<file path="src/rtl/shift_sequencer_if.sv">
// Request/response and shift-register control bundle for shift_sequencer.
// The requester drives start/abort/tx_data; the sequencer drives everything else.
interface shift_sequencer_if #(
    parameter int W = 8
);
    logic         start;
    logic         abort;
    logic [W-1:0] tx_data;
    logic [W-1:0] sr_pdata;
    logic         sr_load;
    logic         sr_shift;
    logic         sclk;
    logic         cs_n;
    logic         busy;
    logic         done;

    modport master (
        output start, abort, tx_data,
        input  sr_pdata, sr_load, sr_shift, sclk, cs_n, busy, done
    );

    modport slave (
        input  start, abort, tx_data,
        output sr_pdata, sr_load, sr_shift, sclk, cs_n, busy, done
    );
endinterface

</file>
<file path="src/rtl/shift_sequencer.sv">
// Loads a word into the board shift register, then clocks it out serially,
// one bit every DIV clk cycles, framed by cs_n and reported via busy/done.
module shift_sequencer #(
    parameter int W   = 8,
    parameter int DIV = 4
) (
    input  logic              clk,
    input  logic              reset,
    shift_sequencer_if.slave  bus
);
    localparam int DIV_W = $clog2(DIV);
    localparam int BIT_W = $clog2(W + 1);
    localparam logic [DIV_W-1:0] DIV_LAST = DIV_W'(DIV - 1);
    localparam logic [DIV_W-1:0] DIV_HALF = DIV_W'(DIV / 2);
    localparam logic [BIT_W-1:0] BIT_LAST = BIT_W'(W - 1);

    typedef enum logic [1:0] {
        IDLE,
        LOAD,
        SHIFT,
        DONE
    } state_t;

    state_t           state, next_state;
    logic [DIV_W-1:0] div_cnt, div_next;
    logic [BIT_W-1:0] bit_cnt, bit_next;
    logic [W-1:0]     pdata;

    always_ff @(posedge clk or posedge reset) begin
        if (reset) begin
            state   <= IDLE;
            div_cnt <= '0;
            bit_cnt <= '0;
        end else begin
            state   <= next_state;
            div_cnt <= div_next;
            bit_cnt <= bit_next;
        end
    end

    // Counters only advance while staying in SHIFT; any other path clears them.
    always_comb begin
        next_state = state;
        div_next   = '0;
        bit_next   = '0;
        case (state)
            IDLE: begin
                if (bus.start) next_state = LOAD;
            end
            LOAD: begin
                next_state = bus.abort ? IDLE : SHIFT;
            end
            SHIFT: begin
                if (bus.abort) begin
                    next_state = IDLE;
                end else if (div_cnt == DIV_LAST) begin
                    if (bit_cnt == BIT_LAST) begin
                        next_state = DONE;
                    end else begin
                        bit_next = bit_cnt + BIT_W'(1);
                    end
                end else begin
                    div_next = div_cnt + DIV_W'(1);
                    bit_next = bit_cnt;
                end
            end
            DONE: begin
                next_state = IDLE;
            end
            default: begin
                next_state = IDLE;
            end
        endcase
    end

    always_ff @(posedge clk or posedge reset) begin
        if (reset) begin
            pdata <= '0;
        end else if (state == IDLE && bus.start) begin
            pdata <= bus.tx_data;
        end
    end

    // Outputs decode straight from state/counters so reset clears them at once.
    assign bus.sr_pdata = pdata;
    assign bus.sr_load  = (state == LOAD);
    assign bus.sr_shift = (state == SHIFT) && (div_cnt == DIV_LAST);
    assign bus.sclk     = (state == SHIFT) && (div_cnt >= DIV_HALF);
    assign bus.busy     = (state == LOAD) || (state == SHIFT);
    assign bus.cs_n     = !((state == LOAD) || (state == SHIFT));
    assign bus.done     = (state == DONE);
endmodule
</file>
<file path="src/flat_wrapper.sv">
// flat-port wrapper written by rule: the top's interface ports become plain ports
module shift_sequencer_flat 
#(
    parameter int W   = 8,
    parameter int DIV = 4
)
  (clk, reset, bus_start, bus_abort, bus_tx_data, bus_sr_pdata, bus_sr_load, bus_sr_shift, bus_sclk, bus_cs_n, bus_busy, bus_done);
  shift_sequencer_if #(.W(W)) bus_i ();
  input  logic clk;
  input  logic reset;
  input wire logic [$bits(bus_i.start)-1:0] bus_start;
  input wire logic [$bits(bus_i.abort)-1:0] bus_abort;
  input wire logic [$bits(bus_i.tx_data)-1:0] bus_tx_data;
  output wire logic [$bits(bus_i.sr_pdata)-1:0] bus_sr_pdata;
  output wire logic [$bits(bus_i.sr_load)-1:0] bus_sr_load;
  output wire logic [$bits(bus_i.sr_shift)-1:0] bus_sr_shift;
  output wire logic [$bits(bus_i.sclk)-1:0] bus_sclk;
  output wire logic [$bits(bus_i.cs_n)-1:0] bus_cs_n;
  output wire logic [$bits(bus_i.busy)-1:0] bus_busy;
  output wire logic [$bits(bus_i.done)-1:0] bus_done;
  assign bus_i.start = bus_start;
  assign bus_i.abort = bus_abort;
  assign bus_i.tx_data = bus_tx_data;
  assign bus_sr_pdata = bus_i.sr_pdata;
  assign bus_sr_load = bus_i.sr_load;
  assign bus_sr_shift = bus_i.sr_shift;
  assign bus_sclk = bus_i.sclk;
  assign bus_cs_n = bus_i.cs_n;
  assign bus_busy = bus_i.busy;
  assign bus_done = bus_i.done;
  shift_sequencer #(.W(W), .DIV(DIV)) u_core (.clk(clk), .reset(reset), .bus(bus_i));
endmodule
</file>
<file path="config.mk">
export PLATFORM = sky130hd
export DESIGN_NAME = shift_sequencer_flat
export DESIGN_NICKNAME = d
export VERILOG_FILES = /design/src/rtl/shift_sequencer_if.sv /design/src/rtl/shift_sequencer.sv /design/src/flat_wrapper.sv
export SDC_FILE = /design/constraint.sdc
export NUM_CORES = 1
export LEC_CHECK = 0
export ABC_AREA = 1
export ABC_CLOCK_PERIOD_IN_PS = 1610
export CAP_MARGIN = 20
export CORE_ASPECT_RATIO = 0.75
export CORE_MARGIN = 2
export CORE_UTILIZATION = 44
export CTS_BUF_LIST = sky130_fd_sc_hd__clkbuf_4 sky130_fd_sc_hd__clkbuf_8 sky130_fd_sc_hd__clkbuf_16
export DETAILED_ROUTE_END_ITERATION = 10
export HOLD_SLACK_MARGIN = 0.05
export PLACE_DENSITY = 0.75
export SLEW_MARGIN = 20
export SYNTH_ARGS = -nofsm -noshare
export SYNTH_HDL_FRONTEND = slang
export SYNTH_SLANG_ARGS = --single-unit
</file>
<file path="constraint.sdc">
create_clock -name clk -period 1.61 [get_ports clk]
set_input_delay 0.2415 -clock clk [delete_from_list [all_inputs] [get_ports clk]]
set_output_delay 0.2415 -clock clk [all_outputs]
set_load 0.005 [all_outputs]
</file>
## Word level (Yosys, flattened, before mapping)

Index checks and enable logic that the tools add are counted.

| storage, ports and cells | value |
|---|---|
| bits in latches | 0 |
| RAM bits | 0 |
| output and inout bits | 14 |
| memories kept | 0 |
| input bits | 12 |
| register bits | 16 |
| bits in read-only memories | 0 |

| cells by class | value |
|---|---|
| order comparisons | 1 |
| shifts and indexed selects | 0 |
| $add $sub $neg | 2 |
| multiplexer cells | 13 |
| bitwise gates (word level) | 0 |
| multiply operators | 0 |
| div/mod/pow operators | 0 |
| eq/ne operators | 8 |
| reductions and logical operators | 7 |

Operators by type and width:

| cell | count |
|---|---|
| $mux 2 | 8 |
| $mux 4 | 4 |
| $pmux 2 s4 | 1 |
| $eq 2x2->1 const B | 3 |
| $add 4x1->4 const B | 1 |
| $eq 4x3->1 const B | 1 |
| $logic_and 1x1->1 | 3 |
| $ne 3x2->1 const B | 1 |
| $ne 3x3->1 const B | 1 |
| $reduce_and 3->1 | 1 |
| $add 2x1->2 const B | 1 |
| $eq 2x1->1 const B | 1 |
| $ge 2x2->1 const B | 1 |
| $logic_not 2->1 | 1 |
| $ne 2x2->1 const B | 1 |
| $logic_not 1->1 | 1 |
| $logic_or 1x1->1 | 1 |

## Depth between registers and ports, before layout

Gate-level depths: netlist of run 1.

| logic depth | value |
|---|---|
| word-level depth | 5 |
| gate-level depth with buffers | 8 |
| gate-level depth less buffers | 8 |

## Worst setup path before layout of run 1

OpenSTA, ideal clock, no wires.

| timing | value |
|---|---|
| path type | flip-flop to flip-flop |
| start point | register u_core.state[0] |
| end point | register u_core.pdata[0], in the netlist u_core.bus.sr_pdata[0] |
| setup time | 125 ps |
| cell stages (with the launch flop) | 5 |
| data arrival time | 1129 ps |
| period minus slack after synthesis | 1253 ps |
| buffers on the path | 0 |
| setup slack | 357 ps |
| path through | dfrtp_1 -> inv_1 -> ha_1 -> nand2_2 -> mux2_2 |

| on the way | value |
|---|---|
| word-level cells in the longest chain between the ends | 2 |

RTL lines:

| element | line | text |
|---|---|---|
| start, declared | shift_sequencer.sv:24 | `state_t state, next_state;` |
| start signal, assigned | shift_sequencer.sv:35 | `state <= next_state;` |
| $logic_not 2->1 | shift_sequencer.sv:79 | `end else if (state == IDLE && bus.start) begin` |
| $logic_and 1x1->1 | shift_sequencer.sv:79 |  |
| end signal, assigned | shift_sequencer.sv:80 | `pdata <= bus.tx_data;` |
| end, declared | shift_sequencer.sv:27 | `logic [W-1:0] pdata;` |

Every way passes these cells.
A chain may end at the register's enable or synchronous reset.

## Worst setup path after layout of run 1

| timing | value |
|---|---|
| start point | register u_core.state[0] |
| end point | output port bus_cs_n |

| on the way | value |
|---|---|
| word-level cells in the longest chain between the ends | 3 |
| elaborated cells between the ends (all ways) | 4 |
| those cells by class | eq/ne (2); reduce/logical (2) |

RTL lines:

| element | line | text |
|---|---|---|
| $eq 2x1->1 / $eq 2x2->1 (equally long branches) | shift_sequencer.sv:90 | `assign bus.cs_n = !((state == LOAD) \|\| (state == SHIFT));` |
| $logic_or 1x1->1 (*) | shift_sequencer.sv:90 |  |
| $logic_not 1->1 (*) | shift_sequencer.sv:90 |  |
| end, declared | flat_wrapper.sv:18 | `output wire logic [$bits(bus_i.cs_n)-1:0] bus_cs_n;` |

Every way passes the cells marked *; elsewhere a longest branch is shown, timed or not.

==> reports/results.txt, run 1 <==
Outcome: complete, no violations
Distinct cell type count after synthesis: 16
DRT Pass-1 Iters: 4
Inserted Clock Buffers: 3
Largest net degree at the start of global routing: 17
Crit Path Class: flop to output pin
Compound-cell area share of the yosys netlist: 4.559%
Mean post-synth cell area: 9.801 sq um
Worst skew pair latency: 280 ps
H-tree depth: 1
Initial DRC count: 7
Total Routing Usage GR: 17.19%
Vias in the first global route: 649
MaxCap Viol Count: 0
Most frequent cell after synthesis: dfrtp_1
Full die area: 2237 sq um
Max_slew headroom: 86.20%
Routed length per instance: 11.72 um
Critical Path Source Type: flop
Post-route insts no fill: 142
CP max FO: 2
Worst EP arrival: 1320 ps
Ports: 26
Clock buffer depth: 2
Post-placement cell area: 1131 sq um
Core area: 1740 sq um
Post-route cell area: 1211 sq um
Clock skew: 4.489 ps
Post-Synth Simple-Gate Area: 17.33%
FF-to-FF End: u_core.state[1]
Req. time, crit path: 1370 ps
Endpoints failing setup: 0
Max Clk Rate: 0.6421 GHz
Synth Area in XOR/XNOR: 0%
Yosys warning total: 0
Syn_nets: 104
Worst hold slack: 257.7 ps
Synth area leaders: dfrtp_1 49%, ha_1 12%, mux2_2 11%
Post-Synth Adder-Cell Area: 12.16%
Clock Tree Root: clkbuf_4
Starting Density: 47.30%
Vias per std cell: 4.908
Vias: 697
HP Class: input pin to async pin
Post-place setup slack: 24.38 ps
Largest family of logic cells by synthesized area: simple AND/OR/NAND/NOR gates
N_diodes: 0
Final worst slack: 52.56 ps
R2R Path Start: u_core.state[0]
CTS sink count: 16
Placed Cells: 135
Post-synth EDFFs: 0
Synth top cells by count: 16 x dfrtp_1, 13 x inv_1, 13 x nand2_1
DR DRC count: 0
IO Port Bufs: 25
Die height: 41.46 um
Grt total ovfl: 0
Tcrit/Tclk final: 96.74%
Mapped Area: 823.3 sq um
Critical Path Sink Type: output pin
Share of cells above drive strength 1: 23.33%
Leakage power: 0.5873 nW
Synthesis-to-finish area growth: 47.11%
Worst setup path start: u_core.state[0]
CTS tree: built
Post-synth top area cell: dfrtp_1
Row count: 13
Tightest Pin Transition: 207.0 ps
Cell Pwr Density: 1536 nW/um^2
Seq/Total Area, Yosys: 48.63%
Max Slew Vio Count: 0
Initial antenna violation count: 0
Routability cong.: 0.7689
DRT Wirelength: 1.664 mm
Die width: 53.95 um
Nets: 142
Worst-path clk slew: 90 ps
Hpwl dp: 1.250 mm
Reg2Reg Depth: 8
Post-layout minimum cycle time: 1557 ps
Antenna viol nets, final: 0
Fin Setup TNS: 0 ps
First-pass GRT wire length: 2.794 mm
Hold Vio Cnt, Final: 0
Syn Inst Count: 84
VDD IR max: 0.001083 V
Post-synthesis mux area share: 10.94%
Reg2reg setup slack: 250 ps
Async SR Flop Fraction: 100.0%
Yosys reg bits: 16
Yosys top cell area share: 48.63%
Hold Buf Count CTS: 0
Ys flop type: dfrtp_1
kinds of logic after synthesis:
| logic type | count (synthesis) |
|---|---|
| AND/OR/NAND/NOR | 31 |
| flip-flops | 16 |
| buffers and inverters | 14 |
| multiplexers | 8 |
| adder cells (fa/ha/maj) | 8 |
| AO/OA/AOI/OAI | 7 |
metal layers:
metal  up-vias  part of all wire [%]  global-route usage (%)
met5         -                     0                       0
met4         0                   1.4                   3.077
met3         4                   6.6                   7.554
met2        20                    48                   26.83
met1       334                    43                   22.12
li1        339                     -                       -
flip-flops by register name (all words and copies together) (netlist names):
| name | count |
|---|---|
| u_core.bit_cnt | 4 |
| u_core.bus.sr_pdata | 8 |
| u_core.div_cnt | 2 |
| u_core.state | 2 |
power by group:
| group | leakage [nW] | total, mW | internal (mW) | switching [mW] |
|---|---|---|---|---|
| combinational | 0.371 | 1.05 | 0.636 | 0.412 |
| clock | 0.0138 | 0.200 | 0.0867 | 0.114 |
| sequential | 0.203 | 0.612 | 0.537 | 0.0751 |
worst max-delay path by stage:
stage	depth (start not counted)	endpoint	slack [ps]
after detailed placement	5	bus_sclk	20
final	5	bus_cs_n	50
after floorplan	4	u_core.bus.sr_pdata[0]	360
after CTS	5	bus_cs_n	3
after global routing	5	bus_cs_n	-2
after global placement	5	bus_sclk	70
stage by stage:
step / util, % / power [mW]
floorplan: - / 1.046
global placement: 64.99 / 1.518
detailed placement: 64.99 / 1.542
CTS: 69.23 / 1.838
global route: 69.59 / 1.989
finish: 69.59 / 1.860
what timing repair did:
action,CTS,global route
buffers inserted,4,0
cloned,0,0
setup endpoints to repair,6,4
resized for setup,12,7
critical path, cell delays in order (launching register included):
cell and delay, ps:
dfrtp_1 400, inv_2 100, buf_6 110, ha_4 190
inv_1 50, clkdlybuf4s15_1 190
layout by cell type, fill, tap and decap left out, drive strengths merged:
cell / synthesis / layout
dfrtp: 16 / 16
mux2: 8 / 8
o21ai: 3 / 3
nand3: 7 / 7
clkdlybuf4s50: 0 / 19
nor2: 9 / 9
nand2: 14 / 14
dlygate4sd2: 0 / 2
buf: 0 / 8
clkdlybuf4s15: 0 / 3
o21a: 1 / 1
ha: 8 / 8
inv: 14 / 14
nand4: 1 / 1
clkbuf: 0 / 4
a21oi: 3 / 3
layout make-up:
cell class / count / area [sq um]
multi-input combinational: 54 / 395.4
clock buffer: 3 / 22.52
inverter: 14 / 55.05
fill: 126 / 529.3
sequential: 16 / 400.4
tap: 22 / 27.53
timing repair buffer: 33 / 310.3
No activity file was read; power rests on OpenSTA's default activity.
==> inputs of run 2 (changes only) <==
- CTS_BUF_LIST: sky130_fd_sc_hd__clkbuf_4 sky130_fd_sc_hd__clkbuf_8 sky130_fd_sc_hd__clkbuf_16 -> unset
==> results of run 2 <==
No change in the layout: final DEF, timing and power equal those of run 1.
==> inputs of run 3 (changes only) <==
- ABC_CLOCK_PERIOD_IN_PS: 1610 -> 1850
- CORE_UTILIZATION: 44 -> 45
- PLACE_DENSITY: 0.75 -> 0.77
- clock period: 1.61 -> 1.85 ns (I/O delays scaled with it)
==> run 3 against run 2 <==
- die area shrank 2.0%
- critical path depth shrank 2
- sequential power shrank 13%
- hold slack gained 80 ps
- final cell count shrank 2.1%
- clock skew shrank 2.3 ps
- power shrank 11%
- first-iteration DRC count grew 14%
- flip-flop and latch count is the same
- via count shrank 3.7%
- sequential share of layout area grew 0.068 points
- largest power group unchanged
- non-clock buffer count shrank 4
==> reports/results.txt, run 3 (synthesis results as in run 1) <==
Row count: 13 (unchanged)
Critical Path Source Type: flop
DRT Wirelength: 1.661 mm (-0.18%)
Leakage power: 0.5898 nW (+0.42%)
DRT Pass-1 Iters: 3 (-1)
Tcrit/Tclk final: 96.19%
Worst setup path start: u_core.state[1]
Antenna viol nets, final: 0 (unchanged)
Share of cells above drive strength 1: 21.37% (-2.0 points)
Largest net degree at the start of global routing: 17 (unchanged)
Clock skew: 2.165 ps (-2.324 ps)
Die height: 41.05 um (-1.0%)
H-tree depth: 1 (unchanged)
Total Routing Usage GR: 18.53% (+1.3 points)
Clock Tree Root: clkbuf_4
Filler cell count: 134 (+6.3%)
Max_slew headroom: 61.12% (-25 points)
Top delay family on crit path: buffers and inverters
Tightest Pin Transition: 582.5 ps (+375.4 ps)
Cell Pwr Density: 1371 nW/um^2 (-11%)
Most frequent cells in the layout: 22 x clkdlybuf4s50_1, 16 x dfrtp_1, 13 x nand2_1, 11 x inv_1
Post-route cell area: 1209 sq um (-0.21%)
Vias in the first global route: 630 (-2.9%)
Outcome: complete, no violations
Synthesis-to-finish area growth: 46.81%
N_diodes: 0 (unchanged)
Initial antenna violation count: 0 (unchanged)
Max Slew Vio Count: 0 (unchanged)
R2R Path Start: u_core.state[0]
Post-placement cell area: 1101 sq um (-2.7%)
CP max stage cell: clkdlybuf4s50_1
Nets: 138 (-2.8%)
CTS sink count: 16 (unchanged)
Starting Density: 47.75% (+0.45 points)
CP max FO: 3 (+1)
Crit Path Class: flop to output pin
Vias: 671 (-3.7%)
CTS tree: built
Endpoints failing setup: 0 (unchanged)
Hold Vio Cnt, Final: 0 (unchanged)
Core area: 1724 sq um (-0.93%)
Inserted Clock Buffers: 3 (unchanged)
Util after Layout: 70.10% (+0.51 points)
CP peak stage delay: 490 ps (+90 ps)
Commonest non-fill, non-tap cell in the layout: clkdlybuf4s50_1
Max Clk Rate: 0.5620 GHz
Critical Path Sink Type: output pin
Worst skew pair latency: 290 ps (about the same)
Ports: 26 (unchanged)
Crit-path cells: inv_2 -> ha_4 -> clkdlybuf4s50_1
Vias per std cell: 4.827 (-1.7%)
VDD IR max: 0.001130 V (+4.4%)
Post-layout minimum cycle time: 1779 ps
Initial DRC count: 8 (+1)
Worst EP arrival: 1500 ps (+180 ps)
HP Class: input pin to async pin
Hpwl dp: 1.193 mm (-4.6%)
Die width: 53.39 um (-1.0%)
IO Port Bufs: 25 (unchanged)
MaxCap Viol Count: 0 (unchanged)
Clock buffer depth: 2 (unchanged)
Routability cong.: 0.8510 (+11%)
DR DRC count: 0 (unchanged)
Buf/Inv on CP: 2 (-2)
Max reg flops: 8 (unchanged)
Routed length per instance: 11.95 um (+2.0%)
Req. time, crit path: 1570 ps (+200 ps)
Full die area: 2191 sq um (-2.0%)
Critical path depth: 3 (-2)
RSZ-0062 raised after global routing: false
Reg2Reg Depth: 8 (unchanged)
Worst-path clk slew: 90 ps (about the same)
First-pass GRT wire length: 2.677 mm (-4.2%)
Grt total ovfl: 0 (unchanged)
-- run 3: cell count changes in the layout (fill, tap and decap cells not counted), sizes merged --
cell           change
buf                -4
clkdlybuf4s15      -3
clkdlybuf4s50      +3
dlygate4sd2        -1
dlymetal6s2s       +2
-- run 3: stage by stage --
| step | total power [mW] | std cells | setup TNS (ps) | hold WS [ps] | worst slack (ps) |
|---|---|---|---|---|---|
| finish | 1.657 | 139 | 0 | 337.3 | 70.50 |
| global route | 1.803 | 139 | 0 | 379.9 | 14.42 |
| CTS | 1.651 | 138 | -6.033 | 346.0 | -6.033 |
| detailed placement | 1.309 | 131 | 0 | 469.1 | 143.7 |
| global placement | 1.295 | 131 | 0 | 454.1 | 164.6 |
| floorplan | 0.9101 | 84 | 0 | 191.2 | 596.6 |
-- run 3: path summary, 6_finish.rpt --
kind / to / slack, ps
min: u_core.bus.sr_pdata[4] / 340
min reg2reg: u_core.bus.sr_pdata[3] / 510
max in group asynchronous: u_core.bit_cnt[3] / 1140
min in group clk: u_core.bus.sr_pdata[3] / 510
max: bus_busy / 70
max reg2reg: u_core.state[0] / 520
-- run 3: area by class of cell --
cell class | count | area, sq um | area share, %
sequential | 16 | 400.4 | 33.13
multi-input combinational | 54 | 407.9 | 33.75
tap | 22 | 27.53 | 2.277
inverter | 14 | 52.55 | 4.348
timing repair buffer | 29 | 284.0 | 23.50
clock buffer | 4 | 36.28 | 3.002
-- run 3: power breakdown --
part,internal [mW],switching [mW],total [mW]
clock network,0.120,0.111,0.231
logic,0.544,0.352,0.896
registers,0.467,0.0635,0.530
-- run 3: timing repair --
action / in CTS / in global routing
buffers inserted: 3 / 1
gates resized for setup: 7 / 3
hold buffers: 0 / 0
endpoints found under the hold margin: 0 / 0
pin swaps: 0 / 1
endpoints found under the setup margin: 4 / 2
-- run 3: routing by layer --
metal  global-route usage (%)  wire length [um]  vias to the layer above
met4                    7.692                 0                        0
li1                         -                 -                      336
met1                    20.63               763                      320
met5                        0                 0                        -
met2                    30.56               812                       15
met3                    9.489                85                        0
==> edit 1 (settings of run 1) <==
One comparison of `bit_cnt` changes from == to >=.
--- a/src/rtl/shift_sequencer.sv
+++ b/src/rtl/shift_sequencer.sv
@@ -55,5 +55,5 @@
                     next_state = IDLE;
                 end else if (div_cnt == DIV_LAST) begin
-                    if (bit_cnt == BIT_LAST) begin
+                    if (bit_cnt >= BIT_LAST) begin
                         next_state = DONE;
                     end else begin
Check against the original RTL: no difference found for any inputs over 10 cycles, from zero or initial values and one cycle with reset high; that may be too few to reach the edited logic, so the function may still have changed.
==> edit 1 against run 1 <==
  * Count of clock-buffer cells in the layout increased by 1
  * Worst setup slack improved by 0.014 ns
  * Clock power increased by 33%
  * Sequential power increased by 0.7%
  * Sequential cell count unchanged
  * Synthesized area decreased by 0.46%
  * Cell area decreased by 1.0%
  * Synthesized cell count decreased by 1.2%
  * Wire length decreased by 3.2%
  * Total power decreased by 0.85%
  * Via count decreased by 3.7%
  * Cell count decreased by 1.4%
  * First-iteration DRC count unchanged
==> edit 1: results (changes against run 1) <==
- Mean Syn Cell Area: 9.874 um^2 (+0.74%)
- Post-synth ARST share: 100.0% (unchanged)
- Antenna violations before repair: 0 (unchanged)
- Dpl cell area: 0.001120 mm^2 (-1.0%)
- Routed wire length: 1611 um (-3.2%)
- CP arrival: 1.30 ns (-0.02 ns)
- Sequential cell area fraction in the yosys report: 48.85% (+0.22 points)
- First-pass GRT wire length: 2656 um (-4.9%)
- Metal2 WL: 765 um (-5.2%)
- Critical Path Fanout Max: 3 (+1)
- Top Metal Used: met4
- H-tree levels: 1 (unchanged)
- HPWL Detailed: 1201 um (-3.9%)
- Net Count, Synth: 102 (-1.9%)
- Clock slew at reported path FFs: 0.10 ns
- Top-count cell post-synth: nand2_1
- Max reg flops: 8 (unchanged)
- Post-Route M1 WL: 741 um (+2.8%)
- Pin count of the biggest net entering global routing: 17 (unchanged)
- Vias: 671 (-3.7%)
- Clock tree buffer depth: 2 (unchanged)
- Initial DRC Count: 7 (unchanged)
- Vias in the first global route: 634 (-2.3%)
- Synth top cells by count: nand2_1 (18), dfrtp_1 (16), inv_1 (14), ha_1 (7), nor2_1 (7)
- Met3 routed WL: 93 um (-15%)
- R2r setup slk: 0.23 ns (-0.02 ns)
- Syn. warnings: 0 (unchanged)
- Ranking of synthesized cells by area: dfrtp_1 (49%), ha_1 (11%), nand2_1 (8.2%)
- Overall global routing resource usage: 18.22% (+1.0 points)
- Leakage: 0.0005879 uW (about the same)
- Slew HR: 86.11% (-0.088 points)
- First drt pass iteration count: 4 (unchanged)
- CTS buffer count: 3 (unchanged)
- Sw Ratio: 32.68% (+0.37 points)
- Fin cells: 140 (-1.4%)
- Port bufs: 25 (unchanged)
- Max VDD drop: 1.007 mV (-7.0%)
- GP Congestion: 0.7625 (-0.83%)
- Min-delay worst type: in2async
- Root buffer cell: clkbuf_4
- Worst-Skew Late Latency: 0.29 ns
- Clk_skew: 0.009447 ns (+0.004958 ns)
- Layout cells sized above 1: 27.12% (+3.8 points)
- Antenna cells: 0 (unchanged)
- DP Cell Count: 133 (-1.5%)
- Post-synth cell types: 17 (+1)
- Status: finished, final reports clean
[edit 1: metal layers]
metal	track usage (%)	up-vias
met5	0	-
met4	5.769	0
met3	8.214	2
met2	31.71	18
met1	20.40	321
li1	-	330
[edit 1: metrics by stage]
step / worst slack (ns) / utilization, % / hold WS (ns) / power (uW) / TNS [ns]
2_1_floorplan: 0.3652 / - / 0.1552 / 1033 / 0
3_5_place_dp: 0.0005440 / 64.34 / 0.4641 / 1534 / 0
4_1_cts: -0.02443 / 68.87 / 0.2609 / 1886 / -0.03626
5_1_grt: 0.007306 / 68.87 / 0.2778 / 2013 / 0
6_report: 0.06655 / 68.87 / 0.2535 / 1844 / 0
3_3_place_gp: 0.07260 / 64.34 / 0.4449 / 1499 / 0
[edit 1: final cells by class]
cell class	instances	area, um^2
Multi-Input combinational cell	52	392.9
Tap cell	22	27.53
Timing Repair Buffer	31	281.5
Inverter	15	58.81
Fill cell	146	541.8
Sequential cell	16	401.6
Clock buffer	4	36.28
[edit 1: power groups by stage]
stage | registers (uW) | clock network, uW | logic (uW)
final | 616 | 267 | 962
after detailed placement | 619 | 0 | 915
after global routing | 636 | 299 | 1080
after floorplan | 625 | 0 | 408
after CTS | 617 | 278 | 991
after global placement | 607 | 0 | 892
[edit 1: logic make-up after synthesis]
family          count (synthesis)  synth area share [%]
flops                          16                 48.85
compound gates                  3                 1.985
buf+inv                        15                 6.870
simple gates                   34                 20.61
mux                             8                 10.99
fa+ha+maj                       7                 10.69
[edit 1: path summary, 6_finish.rpt]
kind / from / endpoint / cells past startpoint
setup reg to reg: u_core.state[1]$_DFFE_PP0P_ / u_core.state[1]$_DFFE_PP0P_ / 7
max in group asynchronous: reset / u_core.state[1]$_DFFE_PP0P_ / 3
hold / removal: reset / u_core.bus.sr_pdata[2]$_DFFE_PP0P_ / 3
setup / recovery: u_core.state[1]$_DFFE_PP0P_ / bus_sr_shift / 5
min in group clk: u_core.bus.sr_pdata[2]$_DFFE_PP0P_ / u_core.bus.sr_pdata[2]$_DFFE_PP0P_ / 1
hold reg to reg: u_core.bus.sr_pdata[2]$_DFFE_PP0P_ / u_core.bus.sr_pdata[2]$_DFFE_PP0P_ / 1
[edit 1: timing repair]
item                                    in CTS  in global routing
endpoints found under the setup margin       6                  5
hold buffers                                 0                  0
cloned                                       0                  0
pin swaps                                    0                  1
resized for setup                           16                  7
setup buffers                                2                  1
hold endpoints to repair                     0                  0
[edit 1: worst max-delay path, stage by stage, from the launching register on]
cell and delay [ns]:
dfrtp_2 0.44, buf_6 0.13, ha_4 0.17, nand2_2 0.06
inv_1 0.03, clkdlybuf4s15_1 0.19
==> edit 2 (flow settings as in run 1) <==
Without the edit above. `W` is set to 8 in 3 places; all go to 16.
--- a/src/rtl/shift_sequencer_if.sv
+++ b/src/rtl/shift_sequencer_if.sv
@@ -2,5 +2,5 @@
 // The requester drives start/abort/tx_data; the sequencer drives everything else.
 interface shift_sequencer_if #(
-    parameter int W = 8
+    parameter int W = 16
 );
     logic         start;
--- a/src/rtl/shift_sequencer.sv
+++ b/src/rtl/shift_sequencer.sv
@@ -2,5 +2,5 @@
 // one bit every DIV clk cycles, framed by cs_n and reported via busy/done.
 module shift_sequencer #(
-    parameter int W   = 8,
+    parameter int W   = 16,
     parameter int DIV = 4
 ) (
--- a/src/flat_wrapper.sv
+++ b/src/flat_wrapper.sv
@@ -2,5 +2,5 @@
 module shift_sequencer_flat 
 #(
-    parameter int W   = 8,
+    parameter int W   = 16,
     parameter int DIV = 4
 )
Ports: changed (resized bus_sr_pdata and bus_tx_data); port bits go from 26 to 42. The function was not compared with the original's and may differ.
==> edit 2 against run 1 <==
  * Sequential share of layout area grew 2.2 points
  * Worst setup slack better by 0.025 ns
  * Synthesized cell count up 30%
  * Total power grew 54%
  * Sequential cell count up 9
  * Wire length is 41% higher
  * Cell area grew 47%
  * Register-to-register slack worse by 0.13 ns
  * Utilization decreased by 1.9 points
  * Synthesized area is 48% higher
  * Critical path type unchanged
  * Highest routed layer unchanged
==> edit 2: results (changes against run 1) <==
- Sequential share of cell area: 35.24% (+2.2 points)
- Sequential cell area fraction in the yosys report: 51.33% (+2.7 points)
- Status: finished, final reports clean
- Final-layout clock-cell area share: 2.748% (+0.89 points)
- R2R cell count: 5 (-3)
- Buffers excl. clock: 50 (+52%)
- Nets: 191 (+35%)
- Metal2 WL: 1073 um (+33%)
- Pwr per Cell Area: 1618 mW/mm^2 (+5.4%)
- Grt met1 use: 19.67% (-2.4 points)
- Slew @ Worst Pin: 0.3084 ns (+0.1014 ns)
- Dpl cell area: 0.001684 mm^2 (+49%)
- Max VDD drop: 0.9633 mV (-11%)
- Routed wire length: 2346 um (+41%)
- Leakage: 0.0008647 uW (+47%)
- Synth top cells by count: dfrtp_1 (25), nand2_1 (19), inv_1 (15), nor2_1 (11), mux2_4 (10)
- Inverters: 15 (+1)
- Max reg flops: 16 (+8)
- Layout cells sized above 1: 23.46% (+0.12 points)
- Post-CTS Resized: 11 (-1)
- Met3 global-route usage: 5.936% (-1.6 points)
- GP Congestion: 0.8061 (+4.8%)
- Filler instances: 205 (+63%)
- Met2 usage: 29.21% (+2.4 points)
- Vias: 919 (+32%)
- Multi-In Gates: 68 (+26%)
-- edit 2: changes by cell type in the layout (fill, tap and decap cells not counted), sizes merged, moves of 2 or more --
cell / before / now
nand2: 14 / 20
dfrtp: 16 / 25
clkdlybuf4s50: 19 / 35
mux2: 8 / 16
nand3: 7 / 3
nor2: 9 / 12
clkdlybuf4s15: 3 / 1
-- edit 2: worst min-delay path by stage --
stage                                               endpoint  slack (ns)
after global routing      u_core.bus.sr_pdata[6]$_DFFE_PP0P_        0.36
after detailed placement         u_core.div_cnt[0]$_DFF_PP0_        0.46
after floorplan                u_core.bit_cnt[0]$_DFFE_PP0P_        0.27
after global placement           u_core.div_cnt[0]$_DFF_PP0_        0.44
final                     u_core.bus.sr_pdata[1]$_DFFE_PP0P_        0.34
after CTS                 u_core.bus.sr_pdata[5]$_DFFE_PP0P_        0.36
-- edit 2: tightest hold or removal path, cell delays in order --
cell and delay, ns:
clkdlybuf4s50_1 0.40, inv_1 0.07, buf_4 0.30
